`src/rtl/slc3_ctrl_pkg.sv`:
```
// SLC-3 control unit shared types: state codes (as shown on the hex display),
// opcodes, and datapath select encodings.
package slc3_ctrl_pkg;

  typedef enum logic [4:0] {
    S_0    = 5'd0,
    S_1    = 5'd1,
    S_32   = 5'd2,
    S_33   = 5'd3,
    S_4    = 5'd4,
    S_5    = 5'd5,
    S_6    = 5'd6,
    S_7    = 5'd7,
    S_35   = 5'd8,
    S_9    = 5'd9,
    S_P1   = 5'd10,
    S_P2   = 5'd11,
    S_12   = 5'd12,
    S_16   = 5'd16,
    S_18   = 5'd18,
    S_20   = 5'd20,
    S_21   = 5'd21,
    S_22   = 5'd22,
    S_23   = 5'd23,
    S_25   = 5'd25,
    S_27   = 5'd27,
    S_HALT = 5'd31
  } state_t;

  localparam logic [3:0] OP_ADD = 4'b0001;
  localparam logic [3:0] OP_AND = 4'b0101;
  localparam logic [3:0] OP_NOT = 4'b1001;
  localparam logic [3:0] OP_BR  = 4'b0000;
  localparam logic [3:0] OP_JMP = 4'b1100;
  localparam logic [3:0] OP_JSR = 4'b0100;
  localparam logic [3:0] OP_LDR = 4'b0110;
  localparam logic [3:0] OP_STR = 4'b0111;
  localparam logic [3:0] OP_PSE = 4'b1101;

  localparam logic [1:0] PC_INC  = 2'b00;
  localparam logic [1:0] PC_ADDR = 2'b01;
  localparam logic [1:0] PC_BUS  = 2'b10;

  localparam logic [1:0] A2_ZERO = 2'b00;
  localparam logic [1:0] A2_S6   = 2'b01;
  localparam logic [1:0] A2_S9   = 2'b10;
  localparam logic [1:0] A2_S11  = 2'b11;

  localparam logic [1:0] ALU_ADD  = 2'b00;
  localparam logic [1:0] ALU_AND  = 2'b01;
  localparam logic [1:0] ALU_NOT  = 2'b10;
  localparam logic [1:0] ALU_PASS = 2'b11;

endpackage

```
`src/rtl/slc3_mem_wait_cnt.sv`:
```
// Memory-strobe hold counter: loaded on entry to a memory state,
// counts down to zero and reports done while at zero.
module slc3_mem_wait_cnt #(
  parameter int MEM_WAIT = 2
) (
  input  logic Clk,
  input  logic Reset,
  input  logic load,
  output logic done
);

  localparam logic [1:0] INIT = 2'(MEM_WAIT - 1);

  logic [1:0] cnt;

  always_ff @(posedge Clk or negedge Reset) begin
    if (!Reset) begin
      cnt <= 2'd0;
    end else if (load) begin
      cnt <= INIT;
    end else if (cnt != 2'd0) begin
      cnt <= cnt - 2'd1;
    end
  end

  assign done = (cnt == 2'd0);

endmodule

```
`src/rtl/slc3_isdu_ctrl.sv`:
```
// SLC-3 instruction sequencing/decode unit: Moore FSM driving every
// load enable, bus gate, mux select and memory strobe of the datapath.
module slc3_isdu_ctrl
  import slc3_ctrl_pkg::*;
#(
  parameter int MEM_WAIT = 2
) (
  input  logic       Clk,
  input  logic       Reset,
  input  logic       Run,
  input  logic       Continue,
  input  logic [3:0] Opcode,
  input  logic       IR_5,
  input  logic       IR_11,
  input  logic       BEN,
  output logic       LD_MAR,
  output logic       LD_MDR,
  output logic       LD_IR,
  output logic       LD_BEN,
  output logic       LD_CC,
  output logic       LD_REG,
  output logic       LD_PC,
  output logic       LD_LED,
  output logic       GatePC,
  output logic       GateMDR,
  output logic       GateALU,
  output logic       GateMARMUX,
  output logic [1:0] PCMUX,
  output logic       DRMUX,
  output logic       SR1MUX,
  output logic       SR2MUX,
  output logic       ADDR1MUX,
  output logic [1:0] ADDR2MUX,
  output logic [1:0] ALUK,
  output logic       MIO_EN,
  output logic       Mem_OE,
  output logic       Mem_WE,
  output logic [4:0] State_dbg
);

  state_t state, nxt;
  logic   ir5_q;
  logic   led_first;
  logic   wait_done;
  logic   wait_load;

  assign wait_load = (nxt != state) &&
                     (nxt == S_33 || nxt == S_25 || nxt == S_16);

  slc3_mem_wait_cnt #(.MEM_WAIT(MEM_WAIT)) u_wait (
    .Clk   (Clk),
    .Reset (Reset),
    .load  (wait_load),
    .done  (wait_done)
  );

  always_comb begin
    nxt = state;
    case (state)
      S_HALT: if (Run) nxt = S_18;
      S_18:   nxt = S_33;
      S_33:   if (wait_done) nxt = S_35;
      S_35:   nxt = S_32;
      S_32: begin
        case (Opcode)
          OP_ADD:  nxt = S_1;
          OP_AND:  nxt = S_5;
          OP_NOT:  nxt = S_9;
          OP_BR:   nxt = S_0;
          OP_JMP:  nxt = S_12;
          OP_JSR:  nxt = S_4;
          OP_LDR:  nxt = S_6;
          OP_STR:  nxt = S_7;
          OP_PSE:  nxt = S_P1;
          default: nxt = S_18;
        endcase
      end
      S_1, S_5, S_9: nxt = S_18;
      S_0:    nxt = BEN ? S_22 : S_18;
      S_22, S_12, S_21, S_20, S_27: nxt = S_18;
      S_4:    nxt = IR_11 ? S_21 : S_20;
      S_6:    nxt = S_25;
      S_7:    nxt = S_23;
      S_25:   if (wait_done) nxt = S_27;
      S_23:   nxt = S_16;
      S_16:   if (wait_done) nxt = S_18;
      S_P1:   if (Continue) nxt = S_P2;
      S_P2:   if (!Continue) nxt = S_18;
      default: nxt = S_HALT;
    endcase
  end

  always_ff @(posedge Clk or negedge Reset) begin
    if (!Reset) begin
      state     <= S_HALT;
      ir5_q     <= 1'b0;
      led_first <= 1'b0;
    end else begin
      state     <= nxt;
      if (state == S_32) ir5_q <= IR_5;
      led_first <= (state != S_P1) && (nxt == S_P1);
    end
  end

  always_comb begin
    LD_MAR     = 1'b0;
    LD_MDR     = 1'b0;
    LD_IR      = 1'b0;
    LD_BEN     = 1'b0;
    LD_CC      = 1'b0;
    LD_REG     = 1'b0;
    LD_PC      = 1'b0;
    LD_LED     = 1'b0;
    GatePC     = 1'b0;
    GateMDR    = 1'b0;
    GateALU    = 1'b0;
    GateMARMUX = 1'b0;
    PCMUX      = PC_INC;
    DRMUX      = 1'b0;
    SR1MUX     = 1'b0;
    SR2MUX     = 1'b0;
    ADDR1MUX   = 1'b0;
    ADDR2MUX   = A2_ZERO;
    ALUK       = ALU_ADD;
    MIO_EN     = 1'b0;
    Mem_OE     = 1'b1;
    Mem_WE     = 1'b1;
    case (state)
      S_18: begin
        GatePC = 1'b1;
        LD_MAR = 1'b1;
        PCMUX  = PC_INC;
        LD_PC  = 1'b1;
      end
      S_33, S_25: begin
        Mem_OE = 1'b0;
        MIO_EN = 1'b1;
        LD_MDR = wait_done;
      end
      S_35: begin
        GateMDR = 1'b1;
        LD_IR   = 1'b1;
      end
      S_32: LD_BEN = 1'b1;
      S_1, S_5: begin
        ALUK    = (state == S_5) ? ALU_AND : ALU_ADD;
        SR2MUX  = ir5_q;
        GateALU = 1'b1;
        LD_REG  = 1'b1;
        LD_CC   = 1'b1;
      end
      S_9: begin
        ALUK    = ALU_NOT;
        GateALU = 1'b1;
        LD_REG  = 1'b1;
        LD_CC   = 1'b1;
      end
      S_22: begin
        ADDR2MUX = A2_S9;
        PCMUX    = PC_ADDR;
        LD_PC    = 1'b1;
      end
      S_12, S_20: begin
        ADDR1MUX = 1'b1;
        ADDR2MUX = A2_ZERO;
        PCMUX    = PC_ADDR;
        LD_PC    = 1'b1;
      end
      S_4: begin
        GatePC = 1'b1;
        DRMUX  = 1'b1;
        LD_REG = 1'b1;
      end
      S_21: begin
        ADDR2MUX = A2_S11;
        PCMUX    = PC_ADDR;
        LD_PC    = 1'b1;
      end
      S_6, S_7: begin
        ADDR1MUX   = 1'b1;
        ADDR2MUX   = A2_S6;
        GateMARMUX = 1'b1;
        LD_MAR     = 1'b1;
      end
      S_27: begin
        GateMDR = 1'b1;
        LD_REG  = 1'b1;
        LD_CC   = 1'b1;
      end
      S_23: begin
        SR1MUX  = 1'b1;
        ALUK    = ALU_PASS;
        GateALU = 1'b1;
        LD_MDR  = 1'b1;
      end
      S_16: Mem_WE = 1'b0;
      S_P1: LD_LED = led_first;
      default: ;
    endcase
  end

  assign State_dbg = state;

endmodule

```
`config.mk`:
```
export PLATFORM = sky130hd
export DESIGN_NAME = slc3_isdu_ctrl
export DESIGN_NICKNAME = d
export VERILOG_FILES = /design/src/rtl/slc3_ctrl_pkg.sv /design/src/rtl/slc3_mem_wait_cnt.sv /design/src/rtl/slc3_isdu_ctrl.sv
export SDC_FILE = /design/constraint.sdc
export NUM_CORES = 1
export LEC_CHECK = 0
export BUFFER_PORTS_ARGS = -buffer_cell sky130_fd_sc_hd__buf_2
export CAP_MARGIN = 5
export CORE_MARGIN = 4
export CORE_UTILIZATION = 45
export DETAILED_ROUTE_END_ITERATION = 10
export PLACE_DENSITY_LB_ADDON = 0.3
export SYNTH_ARGS = -nofsm -noshare
export SYNTH_HDL_FRONTEND = slang
export SYNTH_SLANG_ARGS = --single-unit
```
`constraint.sdc`:
```
create_clock -name Clk -period 7.03 [get_ports Clk]
set_input_delay 0.3515 -clock Clk [delete_from_list [all_inputs] [get_ports Clk]]
set_output_delay 0.3515 -clock Clk [all_outputs]
set_load 0.05 [all_outputs]
```
==> metrics.cfg <==
[timing]
final.period_utilization_pct=38.5
fmax_mhz=370
maxSlewViolCount=0
rsz0062_at_grt=no
tns_ps=0
fin_crit_ps=2710
slew_headroom_pct=58.9
fin_worst_skew_ps=8.83
hold_viol_final=0
tightest_slew_ps=616
finalSetupViolations=0

[die]
io_pins=41
coreArea_mm2=0.00308
start_util_pct=47.4
die_x_um=64.9
dieHeight_um=64.9
die_area_mm2=0.00421
std_cell_rows=20

[cells_and_area]
final_nets=234
n_fill_cell=329
seq_area_um2=231
drive_gt1_share_pct=28.5
syn_to_final_growth_pct=12.0
diodes=0
multi_input_area_mm2=0.00108

[yosys]
async_flop_share_pct=100
ys_seq_area_share_pct=15.9
synth-edff-count=0
synth_seq_cells=9
synth_area_leaders=dfstp_2 (9.0%), dfrtp_1 (6.9%), nand2_1 (4.4%), nor2_1 (3.6%), a21oi_1 (3.4%)
synth_area_mm2=0.00146
synth_most_common_cell=nand2_1
syn_avg_cell_area_um2=7.48
synthTopCellsByCount=nand2_1 (17), nor2_1 (14), a21oi_1 (10), inv_1 (9), o21ai_0 (9)
synth_cells=195
synth_top_cell_by_area=dfstp_2
synth_top_area_share_pct=9.01
ys.flop_type=dfstp_2
yosysWarnings=0
ys_types=68
syn_nets=207

[clock_tree]
hold_buffers=1
clk_path_buf_depth=2
htree_num_levels=1
path_clk_slew_ps=60
cts_resized=0
post_cts.repair.setup_buffers=0
clock_sinks=9
clockRootBuffer=clkbuf_4
cts_inserted_buffers=3
insertion_delay_ps=270
cts_tree=done

[critical_path]
crit_type=reg -> reg
cpMaxStageDelayCell=dfstp_2
crit_buf_inv=1
crit_fanout=27
critical_path.cell_chain=inv_1 > nand2_1 > o31ai_1 > or4b_4 > a2111oi_4 > o22ai_1
endpoint_kind=flip-flop
cpPeakStageDelay_ps=850
r2r_cells=6
critical_path.top_delay_family=flip-flops
cp_data_arrival_time_ps=2850
cp.depth=6
ff2ff_setup_slack_ps=4320
cp-start-kind=flip-flop
cp.required_ps=7170

[global_routing]
grt_pass1_vias=1416
overflow=0
grt_usage_pct=20.2
grt_pass1_wl_um=6800
grt_start_max_net_pins=36
antenna_found_initial=0

[worst_hold_path]
hp-class=in -> reg
hold_path_depth=2

[route]
via_per_inst=5.81
drc_errors=0
first_iter_violations=200
firstDrtPassIters=5
vias=1539
drtAntennaViolNets=0
routed_wl_um=4060
wl_per_cell_um=15.3

[place]
place_congestion=0.919
numPortBuffers=39
post-dp-hpwl_um=3060

[outcome]
status=finished, final reports clean

[run]
maxCapViolCount=0

[logic make-up after synthesis]
| group | Yosys count | share of synthesized area, % |
|---|---|---|
| other cells | 1 | 0.257 |
| compound gates | 64 | 34.9 |
| xor+xnor | 6 | 3.61 |
| mux | 2 | 1.46 |
| flops | 9 | 15.9 |
| fa+ha+maj | 1 | 0.858 |
| simple gates | 84 | 32.8 |
| buf+inv | 28 | 10.2 |
[flip-flops by register name, summed over array words and instances (netlist names)]
signal and flops:
State_dbg 5, ir5_q 1, led_first 1, u_wait.cnt 2
[routing by layer]
metal | share of wire [%] | track usage (%) | vias to the layer above
met4 | 1.8 | 7.65 | 0
met5 | 0 | 0 | -
li1 | - | - | 789
met3 | 4.1 | 1.73 | 7
met2 | 50 | 31.4 | 37
met1 | 44 | 28.6 | 706
[through the flow]
| stage | std cells | hold WS (ps) | instance area, µm² | util [%] | setup slack (ps) |
|---|---|---|---|---|---|
| after floorplan | 195 | 55.9 | 1460 | - | 3660 |
| after global placement | 260 | 211 | 1600 | 51.9 | 4360 |
| after detailed placement | 260 | 213 | 1600 | 51.9 | 4340 |
| after CTS | 265 | 310 | 1630 | 53.0 | 4340 |
| after global routing | 265 | 313 | 1630 | 53.0 | 4160 |
| final | 265 | 315 | 1630 | 53.0 | 4320 |
[cell type report]
class                      instances  area share [%]
sequential                         9            14.2
tap                               44            3.37
clock buffer                       4            1.61
timing repair buffer              40            12.6
inverter                          10            2.30
multi-input combinational        158            66.0
[placed cells by master, fill, tap and decap left out, types with 3 or more instances in the layout]
master and n:
o31ai_1 3, xor2_1 4, nor3b_1 4, nand4_1 5
nand2_1 17, o22a_1 3, buf_2 39, nand3_1 8
a21oi_1 10, dfstp_2 5, o21ai_0 9, clkbuf_4 3
dfrtp_1 4, a31oi_1 6, nor2_1 14, inv_1 9
o21a_1 3, nor3_1 4, nand2b_1 6, nor2b_1 4
[worst reg2reg max path: stages (launching register included)]
cell and delay (ps):
dfstp_2 850, inv_1 340, nand2_1 210, o31ai_1 120, or4b_4 560, a2111oi_4 370
o22ai_1 140
[worst paths after layout]
kind	start	to
min in group asynchronous	Reset	u_wait.cnt[0]
max reg2reg	State_dbg[2]	u_wait.cnt[1]
max	State_dbg[2]	u_wait.cnt[1]
max in group asynchronous	Reset	State_dbg[3]
min	IR_5	ir5_q
min reg2reg	ir5_q	ir5_q
Power is left out: the tool's default activity adds up to more than one toggle a clock period on the data nets, which glitch-free logic cannot reach.
